### config.mk
export PLATFORM = sky130hd
export DESIGN_NAME = history_shift_mt
export DESIGN_NICKNAME = d
export VERILOG_FILES = /design/src/rtl/history_shift_mt.sv
export SDC_FILE = /design/constraint.sdc
export NUM_CORES = 1
export LEC_CHECK = 0
export BUFFER_PORTS_ARGS = -buffer_cell sky130_fd_sc_hd__buf_2
export CORE_MARGIN = 2
export CORE_UTILIZATION = 55
export CTS_BUF_LIST = sky130_fd_sc_hd__clkbuf_4
export DETAILED_ROUTE_END_ITERATION = 10
export GPL_TIMING_DRIVEN = 0
export PLACE_DENSITY = 0.74
export SLEW_MARGIN = 20
export SYNTH_ARGS = -nofsm -noshare
export SYNTH_HDL_FRONTEND = slang
export SYNTH_SLANG_ARGS = --single-unit
### constraint.sdc
create_clock -name clk -period 4.01 [get_ports clk]
set_clock_uncertainty 0.1 [all_clocks]
set_input_delay 0.2005 -clock clk [delete_from_list [all_inputs] [get_ports clk]]
set_output_delay 0.2005 -clock clk [all_outputs]
set_load 0.03 [all_outputs]
### src/rtl/history_shift_mt.sv
`default_nettype none
// ============================================================================
// history_shift_mt : per-thread speculative branch history shift registers
//                    with misprediction recovery. Optional flush: HISTORY_FLUSH_EN
// Revision         : 1.0
// ============================================================================
module history_shift_mt #(
  parameter int HIST_W  = 32,
  parameter int NTHREAD = 4,
  localparam int TID_W  = (NTHREAD > 1) ? $clog2(NTHREAD) : 1,
  localparam int DEP_W  = $clog2(HIST_W + 1)
) (
  input  logic              clk,
  input  logic              areset_n,
`ifdef HISTORY_FLUSH_EN
  input  logic              flush_valid,
  input  logic [TID_W-1:0]  flush_tid,
`endif
  input  logic              predict_valid,
  input  logic [TID_W-1:0]  predict_tid,
  input  logic              predict_taken,
  output logic [HIST_W-1:0] predict_history,
  output logic [DEP_W-1:0]  predict_depth,
  input  logic              train_mispredicted,
  input  logic [TID_W-1:0]  train_tid,
  input  logic              train_taken,
  input  logic [HIST_W-1:0] train_history,
  input  logic [DEP_W-1:0]  train_depth
);

  localparam logic [DEP_W-1:0] c_depth_max = DEP_W'(HIST_W);

  logic [NTHREAD*HIST_W-1:0] w_hist_flat;
  logic [NTHREAD*DEP_W-1:0]  w_depth_flat;
  logic [HIST_W-1:0]         w_train_hist_next;
  logic [DEP_W-1:0]          w_train_depth_next;
  logic                      w_unused_train_msb;

  // The oldest snapshot bit falls off the end when the resolved direction is appended.
  assign w_unused_train_msb = train_history[HIST_W-1];
  assign w_train_hist_next  = {train_history[HIST_W-2:0], train_taken};
  assign w_train_depth_next = (train_depth >= c_depth_max) ? c_depth_max : train_depth + 1'b1;

  for (genvar t = 0; t < NTHREAD; t++) begin : g_thread
    logic [HIST_W-1:0] r_hist;
    logic [DEP_W-1:0]  r_depth;
    logic [DEP_W-1:0]  w_pred_depth_next;
    logic              w_pred_hit;
    logic              w_train_hit;
    logic              w_flush_hit;

    assign w_pred_hit  = predict_valid && (predict_tid == TID_W'(t));
    assign w_train_hit = train_mispredicted && (train_tid == TID_W'(t));
`ifdef HISTORY_FLUSH_EN
    assign w_flush_hit = flush_valid && (flush_tid == TID_W'(t));
`else
    assign w_flush_hit = 1'b0;
`endif
    assign w_pred_depth_next = (r_depth >= c_depth_max) ? c_depth_max : r_depth + 1'b1;

    always_ff @(posedge clk or negedge areset_n) begin
      if (!areset_n) begin
        r_hist  <= '0;
        r_depth <= '0;
      end else if (w_flush_hit) begin
        r_hist  <= '0;
        r_depth <= '0;
      end else if (w_train_hit) begin
        r_hist  <= w_train_hist_next;
        r_depth <= w_train_depth_next;
      end else if (w_pred_hit) begin
        r_hist  <= {r_hist[HIST_W-2:0], predict_taken};
        r_depth <= w_pred_depth_next;
      end
    end

    assign w_hist_flat[t*HIST_W +: HIST_W] = r_hist;
    assign w_depth_flat[t*DEP_W +: DEP_W]  = r_depth;
  end

  // Out-of-range thread ids match no entry and therefore read as zero.
  always_comb begin
    predict_history = '0;
    predict_depth   = '0;
    for (int t = 0; t < NTHREAD; t++) begin
      if (predict_tid == TID_W'(t)) begin
        predict_history = w_hist_flat[t*HIST_W +: HIST_W];
        predict_depth   = w_depth_flat[t*DEP_W +: DEP_W];
      end
    end
  end

endmodule
`default_nettype wire

==> results of run 1 <==
==> power breakdown <==
part           total (mW)  internal (mW)  switching [mW]  leakage [nW]
logic                1.25          0.563           0.690          2.81
registers            2.20           1.87           0.329          1.81
clock network       0.898          0.305           0.593         0.133
total                4.35           2.74            1.61          4.76
==> stage by stage <==
stage,power [mW],hold WS (ps),std cells
6_report,4.35,1.24,1171
5_1_grt,4.59,4.93,1171
4_1_cts,4.34,1.46,1170
3_5_place_dp,3.43,59.3,1094
3_3_place_gp,3.39,364,1093
2_1_floorplan,3.02,-195,825
==> layout make-up <==
| class | instances | area, um^2 |
|---|---|---|
| Antenna cell | 1 | 2.50 |
| Buffer | 64 | 328 |
| Clock buffer | 18 | 135 |
| Clock inverter | 13 | 104 |
| Fill cell | 1237 | 5320 |
| Inverter | 15 | 56.3 |
| Multi-Input combinational cell | 594 | 4210 |
| Sequential cell | 152 | 3800 |
| Tap cell | 188 | 235 |
| Timing Repair Buffer | 126 | 888 |
==> layout by cell type, fill, tap and decap left out, types with 2 or more instances in the layout <==
cell / netlist / routed
dfrtp_1: 152 / 152
nand2_1: 141 / 141
buf_2: 34 / 113
mux2i_1: 100 / 100
nor2_1: 79 / 79
o21ai_0: 78 / 78
a31oi_1: 51 / 51
dlygate4sd3_1: 0 / 45
a21oi_1: 39 / 39
mux4_2: 38 / 38
clkbuf_1: 18 / 18
clkbuf_4: 0 / 18
inv_1: 15 / 15
a22oi_1: 11 / 11
ha_1: 10 / 10
nand3_1: 7 / 7
o41a_1: 5 / 5
clkinv_2: 0 / 5
buf_6: 4 / 4
buf_4: 4 / 4
buf_1: 4 / 4
and4b_1: 4 / 4
nand3b_1: 3 / 3
nor2b_1: 3 / 3
or3_1: 3 / 3
or3b_1: 3 / 3
nand3b_4: 2 / 2
and3_1: 2 / 2
or4b_1: 2 / 2
or3b_2: 2 / 2
nor3b_2: 2 / 2
clkinvlp_4: 0 / 2
clkinv_1: 0 / 2
inv_6: 0 / 2
==> repair_timing <==
action / CTS / global route
setup buffers: 0 / 0
hold buffers: 45 / 0
hold endpoints to repair: 298 / 0
==> routing by layer <==
layer | up-vias | track usage, %
met5 | - | 0
li1 | 3251 | -
met3 | 38 | 5.32
met4 | 0 | 10.5
met2 | 317 | 45.1
met1 | 3516 | 44.3
==> worst max-delay path, cell delays in order <==
cell and delay (ps):
dlygate4sd3_1 580, buf_6 170, buf_2 320, buf_2 340, mux4_2 370, buf_2 200
==> registers in the layout (all words and copies together), names as in the netlist <==
name              flops
g_thread.r_hist     128
g_thread.r_depth     24
==> final timing paths <==
| path | from | to | slack, ps | cells past startpoint |
|---|---|---|---|---|
| worst max-delay path | predict_tid[0] | predict_history[10] | 1520 | 6 |
| worst min-delay path | areset_n | g_thread[2].r_hist[22]$_DFFE_PN0P_ | 1 | 2 |
| worst max register to register | g_thread[0].r_depth[5]$_DFFE_PN0P_ | g_thread[0].r_depth[2]$_DFFE_PN0P_ | 2380 | 3 |
| worst min register to register | g_thread[0].r_hist[3]$_DFFE_PN0P_ | g_thread[0].r_hist[4]$_DFFE_PN0P_ | 470 | 2 |
| max in group asynchronous | areset_n | g_thread[1].r_hist[5]$_DFFE_PN0P_ | 2950 | 3 |
| min in group clk | train_depth[4] | g_thread[0].r_depth[5]$_DFFE_PN0P_ | 40 | 3 |
==> kinds of logic after synthesis <==
family	count (synthesis)	synth area share, %
muxes	138	22.1
xor gates and xnor gates	1	0.104
AOI/OAI and AO/OA	188	12.8
DFF	152	45.3
adders and majority gates	10	1.49
buffers and inverters	79	4.57
and+or+nand+nor	257	13.6
==> impl_metrics.tcl, run 1 <==
set metrics [dict create \
    cts_tree "done" \
    dieArea_mm2 0.0163 \
    grt_usage_pct 30.0 \
    highest_layer "met4" \
    ys_seq_area_share_pct 45.3 \
    grt_pass1_wl_um 37500 \
    setup_ws_ps 1520 \
    drv_slew 0 \
    synth-seq-cells 152 \
    place_hpwl_um 15700 \
    cts_resized 0 \
    clock_path_buffers 2 \
    yosys.area.top_type_share_pct 45.3 \
    clk_latency_ps 590 \
    finalHoldViolations 0 \
    coreArea_mm2 0.0151 \
    dr_wl_met2_um 10500 \
    start_util_pct 55.7 \
    met3WireLength_um 1690 \
    cp_data_arrival_time_ps 2190 \
    drt_iter0_markers 772 \
    place_ws_ps 2140 \
    finalSetupViolCount 0 \
    fin_util_pct 64.7 \
    power.leakage_nw 4.76 \
    wl_um 23000 \
    synth.distinct_cells 37 \
    portBuffers 80 \
    cp-start-kind "primary input" \
    synthesis.area_mm2 0.00840 \
    cts_buffers 17 \
    rows 45 \
    first_global_vias 6877 \
    drc_errors 0 \
    synth_top_cell_by_area "dfrtp_1" \
    dieWidth_um 128 \
    relSlewSlack_pct 55.7 \
    drv_cap 0 \
    crit_path_max_fanout 10 \
    finalNetCount 1028 \
    cts_sinks 152 \
    worst_hold_path_type "in -> async" \
    synth_edf_count 0 \
    die_y_um 128 \
    yosys_warnings 0 \
    via_per_inst 6.08 \
    finalInstanceArea_mm2 0.00977 \
    postSynthAreaPerCell_um2 10.2 \
    rsz0062_at_grt "no" \
    h-tree-depth 4 \
    pin_count 86 \
    setup_tns_ps 0 \
    synth_commonest_cells "dfrtp_1 (152), nand2_1 (141), mux2i_1 (100), nor2_1 (79), o21ai_0 (78)" \
    status "complete, no violations" \
    grt-ovfl-total 0 \
    cp.required_ps 3710 \
    wl_met1_um 10300 \
    root_buffer "clkbuf_4" \
    vdd_drop_max_mv 0.278 \
    area_delta_synth_final_pct 16.2 \
    antenna_left 0 \
    path_clk_slew_ps 130 \
    drive_gt1_share_pct 20.2 \
    synthTopCellsByArea "dfrtp_1 (45%), mux2i_1 (12%), mux4_2 (10%), nand2_1 (6.3%), o21ai_0 (4.6%)" \
    routabilityCongestion 0.863 \
    syn_nets 883 \
    finalCriticalPeriod_ps 2490 \
    fin_crit_sh_pct 62.1 \
    synthCells 825 \
    placed_area_mm2 0.00907 \
    worst_pin_slew_ps 665 \
    max_freq_mhz 402 \
    grt_max_degree 97 \
    yosys.cell_count.top_type "dfrtp_1" \
    critPathKind "in -> out" \
    power.density_mw_per_mm2 446 \
    grt_antenna_before_repair 1 \
    setup.worst_path.end_class "primary output" \
    dr.pass1.iters 8 \
    routedWlPerCell_um 19.6 \
    synthFlopType "dfrtp_1" \
    num_vias 7122 \
    ys_async_sr_fraction_pct 100 \
]
Note: power is estimated with default switching activity, not from simulation.
==> run 2: changes to the inputs <==
==> constraint.sdc (replaced) <==
create_clock -name clk -period 2.3 [get_ports clk]
set_clock_uncertainty 0.1 [all_clocks]
set_input_delay 0.115 -clock clk [delete_from_list [all_inputs] [get_ports clk]]
set_output_delay 0.115 -clock clk [all_outputs]
set_load 0.03 [all_outputs]
==> impl_metrics.tcl, run 2 (synthesis results as in run 1) <==
set metrics [dict create \
    place_hpwl_um 15700 \
    r2r_setup_slack_ps 200 \
    final_common_cell "dfrtp_1" \
    crit_path_max_fanout 10 \
    routedWlPerCell_um 19.6 \
    finalHoldViolations 0 \
    grt_usage_pct 30.2 \
    drc_errors 0 \
    routabilityCongestion 0.863 \
    power.leakage_nw 4.78 \
    finalSetupViolCount 0 \
    postCtsSetupBuffers 0 \
    worst_pin_slew_ps 652 \
    setup_ws_ps 107 \
    root_buffer "clkbuf_4" \
    first_global_vias 6899 \
    largest-register "g_thread.r_hist" \
    worst_hold_path_type "in -> reg" \
    drt_iter0_markers 810 \
    largest_reg_flops 128 \
    drv_cap 0 \
    drv_slew 0 \
    max_freq_mhz 456 \
    pin_count 86 \
    drive_gt1_share_pct 20.0 \
    grt-ovfl-total 0 \
    finalInstanceArea_mm2 0.00983 \
    final_cell_mix "dfrtp_1 (152), nand2_1 (141), buf_2 (113)" \
    fin_util_pct 65.1 \
    grt_max_degree 97 \
    cts_sinks 152 \
    portBuffers 80 \
    path_clk_slew_ps 120 \
    via_per_inst 6.11 \
    placed_area_mm2 0.00907 \
    nFillCells 1233 \
    cts_tree "done" \
    power.density_mw_per_mm2 772 \
    cp.required_ps 2090 \
    cp_data_arrival_time_ps 1980 \
    wl_um 23100 \
    fin_crit_sh_pct 95.3 \
    h-tree-depth 4 \
    antenna_left 0 \
    rsz0062_at_grt "no" \
    num_vias 7195 \
    setup_tns_ps 0 \
    dr.pass1.iters 5 \
    relSlewSlack_pct 56.6 \
    grt_antenna_before_repair 1 \
    area_delta_synth_final_pct 17.0 \
    start_util_pct 55.7 \
    dieWidth_um 128 \
    vdd_drop_max_mv 0.484 \
    die_y_um 128 \
    finalCriticalPeriod_ps 2190 \
    setup.worst_path.end_class "primary output" \
    dieArea_mm2 0.0163 \
    cts_resized 0 \
    critPathKind "in -> out" \
    rows 45 \
    clock_path_buffers 2 \
    top_regs "g_thread.r_hist (128), g_thread.r_depth (24)" \
    cts_hold_buf 51 \
    cts_buffers 17 \
    cp-start-kind "primary input" \
    grt_pass1_wl_um 37800 \
    finalNetCount 1034 \
    coreArea_mm2 0.0151 \
    place_ws_ps 604 \
    clk_latency_ps 590 \
    status "complete, no violations" \
]
## run 2: per-stage QoR
step	power [mW]	hold slack, ps	std cells
final	7.59	57.1	1177
after floorplan	5.26	-281	825
after detailed placement	5.98	-26.2	1094
after CTS	7.57	22.2	1176
after global routing	8.03	64.1	1177
after global placement	5.90	278	1093
## run 2: worst paths after layout
check / startpoint / end / depth (start not counted)
worst min register to register: g_thread[0].r_hist[24]$_DFFE_PN0P_ / g_thread[0].r_hist[25]$_DFFE_PN0P_ / 2
worst min-delay path: train_depth[3] / g_thread[2].r_depth[4]$_DFFE_PN0P_ / 4
min in group asynchronous: areset_n / g_thread[2].r_hist[20]$_DFFE_PN0P_ / 3
worst max-delay path: predict_tid[1] / predict_history[10] / 5
worst max register to register: g_thread[3].r_depth[1]$_DFFE_PN0P_ / g_thread[3].r_depth[1]$_DFFE_PN0P_ / 5
max in group asynchronous: areset_n / g_thread[1].r_hist[5]$_DFFE_PN0P_ / 4
## run 2: cell type report
cell class | instances | area, um^2 | share of cell area, %
Antenna cell | 1 | 2.50 | 0.0255
Buffer | 64 | 328 | 3.34
Clock buffer | 18 | 135 | 1.38
Clock inverter | 13 | 104 | 1.06
Inverter | 15 | 56.3 | 0.573
Multi-Input combinational cell | 594 | 4210 | 42.9
Sequential cell | 152 | 3800 | 38.7
Tap cell | 188 | 235 | 2.39
Timing Repair Buffer | 132 | 948 | 9.65
## run 2: metal layers
metal	wire length (um)	GRT usage [%]	up-vias
met5	0	0	-
met4	478	10.0	0
met3	1730	5.44	39
met2	10600	45.7	323
met1	10300	44.7	3561
li1	-	-	3272
## run 2: power breakdown
| group | switching [mW] | internal (mW) | leakage [nW] |
|---|---|---|---|
| combinational | 1.21 | 0.992 | 2.84 |
| sequential | 0.571 | 3.26 | 1.81 |
| clock | 1.02 | 0.531 | 0.133 |
## run 2: critical path, cell delays in order
cell	delay, ps
dlygate4sd3_1	540
buf_4	190
buf_2	350
mux4_2	570
buf_2	200
